**src/rtl/motor_ramp_ctrl.sv**
```systemverilog
// Speed/direction sequencer for the H-bridge: soft-start/stop duty ramps,
// zero-duty coast dead-time on reversal, and an immediate emergency brake.
module motor_ramp_ctrl #(
  parameter int PWM_WIDTH  = 9,
  parameter int DUTY_MAX   = 320,
  parameter int RAMP_TICKS = 6000,
  parameter int DEAD_TICKS = 60000
) (
  input  logic                 clk,
  input  logic                 rst,
  input  logic                 cmd_valid,
  output logic                 cmd_ready,
  input  logic                 cmd_dir,
  input  logic [PWM_WIDTH-1:0] cmd_speed,
  input  logic                 estop,
  output logic [PWM_WIDTH-1:0] duty,
  output logic                 in1,
  output logic                 in2,
  output logic                 cur_dir,
  output logic                 at_speed,
  output logic                 busy
);

  // Counters keep at least one bit so a tick count of 1 still elaborates.
  localparam int STEP_W = (RAMP_TICKS > 1) ? $clog2(RAMP_TICKS) : 1;
  localparam int DEAD_W = (DEAD_TICKS > 1) ? $clog2(DEAD_TICKS) : 1;
  localparam logic [STEP_W-1:0]    STEP_LAST  = STEP_W'(RAMP_TICKS - 1);
  localparam logic [DEAD_W-1:0]    DEAD_LAST  = DEAD_W'(DEAD_TICKS - 1);
  localparam logic [PWM_WIDTH-1:0] DUTY_MAX_V = PWM_WIDTH'(DUTY_MAX);
  localparam logic [PWM_WIDTH-1:0] DUTY_ONE   = PWM_WIDTH'(1);

  typedef enum logic [2:0] {
    ST_IDLE,
    ST_RAMP,
    ST_RUN,
    ST_DEAD,
    ST_ESTOP
  } state_t;

  state_t               state_q, state_d;
  logic [PWM_WIDTH-1:0] duty_q, duty_d;
  logic [PWM_WIDTH-1:0] tgt_speed_q, tgt_speed_d;
  logic                 tgt_dir_q, tgt_dir_d;
  logic                 cur_dir_q, cur_dir_d;
  logic                 in1_q, in1_d;
  logic                 in2_q, in2_d;
  logic [STEP_W-1:0]    step_cnt_q, step_cnt_d;
  logic [DEAD_W-1:0]    dead_cnt_q, dead_cnt_d;

  logic                 cmd_accept;
  logic                 dir_match;
  logic [PWM_WIDTH-1:0] clamped_speed;
  logic [PWM_WIDTH-1:0] step_goal;

  assign cmd_ready     = !rst && !estop && (state_q != ST_ESTOP);
  assign cmd_accept    = cmd_valid && cmd_ready;
  assign clamped_speed = (cmd_speed > DUTY_MAX_V) ? DUTY_MAX_V : cmd_speed;
  assign dir_match     = (tgt_dir_q == cur_dir_q);
  // A pending reversal must first ramp all the way down to zero.
  assign step_goal     = dir_match ? tgt_speed_q : '0;

  always_comb begin
    state_d     = state_q;
    duty_d      = duty_q;
    tgt_speed_d = tgt_speed_q;
    tgt_dir_d   = tgt_dir_q;
    cur_dir_d   = cur_dir_q;
    in1_d       = in1_q;
    in2_d       = in2_q;
    step_cnt_d  = step_cnt_q;
    dead_cnt_d  = dead_cnt_q;

    if (cmd_accept) begin
      tgt_speed_d = clamped_speed;
      tgt_dir_d   = cmd_dir;
    end

    if (estop) begin
      state_d     = ST_ESTOP;
      duty_d      = '0;
      in1_d       = 1'b1;
      in2_d       = 1'b1;
      tgt_speed_d = '0;
    end else begin
      case (state_q)
        ST_IDLE: begin
          duty_d = '0;
          in1_d  = 1'b0;
          in2_d  = 1'b0;
          if (tgt_speed_q != '0) begin
            cur_dir_d  = tgt_dir_q;
            in1_d      = !tgt_dir_q;
            in2_d      = tgt_dir_q;
            step_cnt_d = '0;
            state_d    = ST_RAMP;
          end
        end

        ST_RAMP: begin
          if (dir_match && (duty_q == tgt_speed_q)) begin
            if (tgt_speed_q != '0) begin
              state_d = ST_RUN;
            end else begin
              state_d = ST_IDLE;
              in1_d   = 1'b0;
              in2_d   = 1'b0;
            end
          end else if (!dir_match && (duty_q == '0)) begin
            state_d    = ST_DEAD;
            dead_cnt_d = '0;
            in1_d      = 1'b0;
            in2_d      = 1'b0;
          end else if (step_cnt_q == STEP_LAST) begin
            step_cnt_d = '0;
            if (duty_q < step_goal) begin
              duty_d = duty_q + DUTY_ONE;
            end else if (duty_q > step_goal) begin
              duty_d = duty_q - DUTY_ONE;
            end
          end else begin
            step_cnt_d = step_cnt_q + 1'b1;
          end
        end

        ST_RUN: begin
          if ((tgt_speed_q != duty_q) || !dir_match) begin
            state_d    = ST_RAMP;
            step_cnt_d = '0;
          end
        end

        ST_DEAD: begin
          duty_d = '0;
          in1_d  = 1'b0;
          in2_d  = 1'b0;
          if (dead_cnt_q == DEAD_LAST) begin
            if (tgt_speed_q != '0) begin
              cur_dir_d  = tgt_dir_q;
              in1_d      = !tgt_dir_q;
              in2_d      = tgt_dir_q;
              step_cnt_d = '0;
              state_d    = ST_RAMP;
            end else begin
              state_d = ST_IDLE;
            end
          end else begin
            dead_cnt_d = dead_cnt_q + 1'b1;
          end
        end

        ST_ESTOP: begin
          // Released: coast through a full dead-time before anything restarts.
          state_d    = ST_DEAD;
          dead_cnt_d = '0;
          duty_d     = '0;
          in1_d      = 1'b0;
          in2_d      = 1'b0;
        end

        default: begin
          state_d = ST_IDLE;
          duty_d  = '0;
          in1_d   = 1'b0;
          in2_d   = 1'b0;
        end
      endcase
    end
  end

  always_ff @(posedge clk) begin
    if (rst) begin
      state_q     <= ST_IDLE;
      duty_q      <= '0;
      tgt_speed_q <= '0;
      tgt_dir_q   <= 1'b0;
      cur_dir_q   <= 1'b0;
      in1_q       <= 1'b0;
      in2_q       <= 1'b0;
      step_cnt_q  <= '0;
      dead_cnt_q  <= '0;
    end else begin
      state_q     <= state_d;
      duty_q      <= duty_d;
      tgt_speed_q <= tgt_speed_d;
      tgt_dir_q   <= tgt_dir_d;
      cur_dir_q   <= cur_dir_d;
      in1_q       <= in1_d;
      in2_q       <= in2_d;
      step_cnt_q  <= step_cnt_d;
      dead_cnt_q  <= dead_cnt_d;
    end
  end

  assign duty     = duty_q;
  assign in1      = in1_q;
  assign in2      = in2_q;
  assign cur_dir  = cur_dir_q;
  assign at_speed = (state_q == ST_RUN);
  assign busy     = (state_q == ST_RAMP) || (state_q == ST_DEAD);

endmodule

```
**config.mk**
```make
export PLATFORM = sky130hd
export DESIGN_NAME = motor_ramp_ctrl
export DESIGN_NICKNAME = d
export VERILOG_FILES = /design/src/rtl/motor_ramp_ctrl.sv
export SDC_FILE = /design/constraint.sdc
export NUM_CORES = 1
export LEC_CHECK = 0
export CAP_MARGIN = 20
export CORE_UTILIZATION = 52
export CTS_CLUSTER_SIZE = 10
export DETAILED_ROUTE_END_ITERATION = 6
export PLACE_DENSITY = 0.76
export RECOVER_POWER = 25
export SYNTH_ARGS = -nofsm -noshare
export SYNTH_HDL_FRONTEND = slang
export SYNTH_SLANG_ARGS = --single-unit
```
**constraint.sdc**
```tcl
create_clock -name clk -period 3.9 [get_ports clk]
set_input_delay 0.39 -clock clk [delete_from_list [all_inputs] [get_ports clk]]
set_output_delay 0.39 -clock clk [all_outputs]
set_load 0.05 [all_outputs]
```
Word-level counts from Yosys, hierarchy flattened
Cells that the tools add are included. W data, S select, Z words.

Input bits: 14. Logic and storage cells: 112. Register bits after elaboration: 54.

Magnitude comparators: 3. Bitwise logic cells: 2. $add $sub $neg: 4. Equal/unequal tests: 26. Mux-type cells: 42. Reduce and logical (&&, ||, !) cells: 25.

Operator list (count): $mux W13 (6); $mux W9 (7); $pmux W13 S4 (1); $mux W16 (3); $pmux W16 S3 (1); $mux W3 (6); $pmux W9 S2 (1); $add A16 B1 Y16 const B (1); $eq A16 B16 Y1 const B (1); $ne A2 B2 Y1 const B (8); $ne A3 B3 Y1 const B (5); $pmux W3 S5 (1); $add A13 B1 Y13 const B (1); $eq A13 B13 Y1 const B (1); $mux W1 (12); $reduce_and A5 Y1 (2); $add A9 B1 Y9 const B (1); $eq A9 B9 Y1 (1); $gt A9 B9 Y1 (1); $gt A9 B9 Y1 const B (1); $logic_not A9 Y1 (1); $lt A9 B9 Y1 (1); $ne A9 B9 Y1 (1); $reduce_bool A9 Y1 (1); other kinds (23) (37).

Longest topological paths before layout
Word-level depth: 9. Mapped depth: 17. Mapped depth without buffers: 16.

Worst setup path after synthesis
OpenSTA, ideal clock, no wires.

Kind: reg-to-reg. Start point: register cur_dir_q, in the netlist cur_dir. End point: register duty_q[8], in the netlist duty[8]. Cell stages (with the launch flop): 17. Setup slack: 0.074 ns. Arrival time: 3.751 ns. Clock period less this slack: 3.826 ns. Cell sequence: dfxtp_1 > xnor2_1 > nand2_1 > ha_1 > a21oi_1 > nand2_1 > a211o_1 > a21oi_1 > inv_1 > ha_1 > and3_1 > a21oi_1 > a31oi_1 > nor2_1 > xnor2_1 > or3_1 > o22ai_1.

Word-level cells in the longest chain between the ends: 8.

RTL lines: from (decl) (RTL line 44) `logic cur_dir_q, cur_dir_d;`; from (signal assigned) (RTL line 186) `cur_dir_q <= cur_dir_d;`; $eq A1 B1 Y1 * (RTL line 58) `assign dir_match = (tgt_dir_q == cur_dir_q);`; $mux W9 (RTL line 60) `assign step_goal = dir_match ? tgt_speed_q : '0;`; $lt A9 B9 Y1 (RTL line 115) `if (duty_q < step_goal) begin`; $mux W9 (RTL line 115); $mux W9 (RTL line 113) `end else if (step_cnt_q == STEP_LAST) begin`; $mux W9 (RTL line 108) `end else if (!dir_match && (duty_q == '0)) begin`; $mux W9 (RTL line 100) `if (dir_match && (duty_q == tgt_speed_q)) begin`; $pmux W9 S2 (RTL line 85) `case (state_q)`; to (signal assigned) (RTL line 183) `duty_q <= duty_d;`; to (decl) (RTL line 41) `logic [PWM_WIDTH-1:0] duty_q, duty_d;`.

Mark *: on every way between the ends. The rest lies on a longest branch, timed or not. The select of a mux whose other input is x is not followed. A chain may end at the register's enable or synchronous reset.

Final worst setup path
Start point: register tgt_dir_q. End point: register duty_q[8], in the netlist duty[8].

Word-level cells in the longest chain between the ends: 8.

RTL lines: from (decl) (RTL line 43) `logic tgt_dir_q, tgt_dir_d;`; from (signal assigned) (RTL line 185) `tgt_dir_q <= tgt_dir_d;`; $eq A1 B1 Y1 * (RTL line 58); $mux W9 (RTL line 60); $lt A9 B9 Y1 (RTL line 115); $mux W9 (RTL line 115); $mux W9 (RTL line 113); $mux W9 (RTL line 108); $mux W9 (RTL line 100); $pmux W9 S2 (RTL line 85).

Marks and branches as above.

==> reports/metrics.cfg <==
[run_status]
status = completed

[setup_path]
timing.critical_path.to_type = flop
critical-path-max-stage-delay_ns = 0.53
path_buf_inv = 1
crit_path_max_fanout = 9
required_ns = 4.14
worst-endpoint-arrival_ns = 3.86
cp-start-kind = flop
path_cells = xnor2_4, nand2_1, ha_1, a21oi_1, nand2_1, a211o_1, a21oi_1, inv_1, ha_1, and3_1, a21oi_1, a31oi_1, nor2_1, xnor2_1, or3_1, o22ai_1
rrSetupSlack_ns = 0.28
cp_slowest_cell = dfxtp_1
crit_type = reg -> reg
reg2regPathDepth = 16
rr_startpoint = tgt_dir_q
rr_endpoint = duty[8]
path_common_cell = a21oi_1
path_delay_family = compound AO/OA/AOI/OAI gates

[logic_synthesis]
synth_top_family_by_area = simple AND/OR/NAND/NOR gates
synth_compound_area_share_pct = 15.4
synthSimpleGateAreaFrac_pct = 27.6
synth_enable_flop_cells = 0
synth_adder_area_share_pct = 8.04
synth_cell_types = 55
synth_flop_cell = dfxtp_1
synth_seq_area_share_pct = 33.7
synth_top_area_share_pct = 33.7
ys_ff_latch = 54
synth_commonest_cells = nor2_1 (55), dfxtp_1 (54), nand2_1 (37), a21oi_1 (31), xor2_1 (20)
syn_nets = 425
synthMuxAreaShare_pct = 3.12
syn_avg_cell_area_sq_um = 8.20
mappedNetlistArea_sq_um = 3200
synth_warnings = 0
synth-xor-area-share_pct = 9.57
async_flop_share_pct = 0
yosys-top-cells-area = dfxtp_1 (34%), ha_1 (7.4%), nor2_1 (6.4%)
synth_most_common_cell = nor2_1
syn_inst = 391
yosysTopAreaCell = dfxtp_1

[grt]
antenna_found_initial = 0
grt_pass1_vias = 2569
grt-ovfl-total = 0
grt_start_max_net_pins = 17
track_usage_pct = 23.3
grt_pass1_wl_mm = 11.8

[route]
ant_nets = 0
finalWirelength_mm = 7.21
wl_per_cell_microns = 14.5
remaining_drc_errors = 0
vias_per_cell = 5.86
drtPass1Iterations = 5
vias = 2908
drtIter0Drc = 131

[placed_design]
gp_congestion = 0.881
dp.cells = 489
post-place-ws_ns = 0.104
port_buffers = 28
dp_hpwl_mm = 5.24
postPlaceCellArea_sq_um = 3570

[sta]
maxSlewViolCount = 0
fin_setup_tns_ns = 0
worstMarginPinSlew_ns = 0.735
clock_skew_ns = 0.00522
slew_headroom_pct = 51.0
rsz0062_at_grt = false
fmax_mhz = 276
layout_setup_ws_ns = 0.281
setup_viol = 0
fin_crit_sh_pct = 92.8
fin_crit_ns = 3.62
hold_violations = 0

[die]
initial_core_util_pct = 54.1
die_area_sq_um = 6480
io_pins = 29
core_area_sq_um = 5920
num_rows = 28
die_h_microns = 80.5
die_w_microns = 80.5

[clock_network]
path_clk_slew_ns = 0.10
clockBufferDepth = 2
cts_tree = yes
cts_htree_levels = 2
hold_buffers = 0
cts-root-buf = clkbuf_8
cts-buffers-inserted = 5
post_cts_buffers = 0
cts-resized-gates = 0
clk_latency_ns = 0.31
clock-sinks = 54

[hold_path]
timing.hold.worst.class = reg -> reg
min_path_cells = 2
hold_path_end = dead_cnt_q[15]
hold_path.startpoint = dead_cnt_q[15]

[cells_and_area]
syn_to_final_growth_pct = 15.3
nNetsFinal = 455
fin_area_sq_um = 3700
stdcell_count = 496
drive_gt1_share_pct = 4.51
diodes = 0

[flow_run]
drv_cap = 0

[power_and_ir_drop]
power.leakage_nw = 1.51
peakVddDrop_uv = 204
p_per_area_nw_per_um2 = 341
power_mw = 1.26

-- power by group --
group	leakage, nW	switching, mW	total [mW]	internal [mW]
combinational	1.02	0.179	0.302	0.123
clock	0.0542	0.188	0.377	0.189
sequential	0.437	0.0206	0.583	0.562
-- placed cells by master (no fill, tap or decap), types with 3 or more instances in the layout --
cell type and instances:
nor2_1 55, dfxtp_1 54, nand2_1 37, a21oi_1 31
xor2_1 20, ha_1 19, nand3_1 16, o21ai_0 15
clkdlybuf4s50_1 15, xnor2_1 14, dlygate4sd3_1 13, nor3_1 11
mux2i_1 10, inv_1 9, or3_1 9, and3_1 7
nand2b_1 7, nand4_1 6, nor4_1 6, a22o_1 6
clkbuf_8 5, nor2b_1 4, buf_4 4, and2_1 3
o31ai_1 3
-- how the worst max path moves through the flow --
stage,start,endpoint,slack [ns],depth (start not counted)
floorplan,cur_dir,duty[8],0.07,16
global placement,tgt_dir_q,duty[8],0.26,16
detailed placement,tgt_dir_q,duty[8],0.10,16
CTS,tgt_dir_q,duty[8],0.06,16
global route,tgt_dir_q,duty[8],0.02,16
finish,tgt_dir_q,duty[8],0.28,16
-- layer usage --
layer	up-vias	global-route usage [%]	wire length (microns)
met2	98	37.5	3320
li1	1456	-	-
met3	14	3.18	391
met4	0	7.68	109
met1	1340	31.8	3390
met5	-	0	0
-- flip-flops by register name, indices dropped and copies added (netlist names) --
| name | cells |
|---|---|
| cur_dir | 1 |
| dead_cnt_q | 16 |
| duty | 9 |
| in1 | 1 |
| in2 | 1 |
| state_q | 3 |
| step_cnt_q | 13 |
| tgt_dir_q | 1 |
| tgt_speed_q | 9 |
-- logic make-up after synthesis --
logic type / after synthesis
fa+ha+maj: 20
buf+inv: 20
simple gates: 176
xor+xnor: 35
mux: 10
compound gates: 76
flops: 54
-- worst min-delay path: stages (launching register included) --
cell and delay [ns]:
dfxtp_1 0.33, o21ai_0 0.07, a21oi_1 0.06
-- per-stage QoR --
stage / utilization, % / hold WS, ns
2_1_floorplan: - / 0.454
3_3_place_gp: 60.4 / 0.470
3_5_place_dp: 60.4 / 0.484
4_1_cts: 62.2 / 0.499
5_1_grt: 62.4 / 0.524
6_report: 62.4 / 0.492
-- area by class of cell --
class                      count  area (sq um)
clock inverter                 2          38.8
tap                           75          93.8
fill                         531          2220
inverter                      10          37.5
timing repair buffer          33           314
multi-input combinational    317          2060
sequential                    54          1080
clock buffer                   5          68.8
Note: power is estimated with default switching activity, not from simulation.
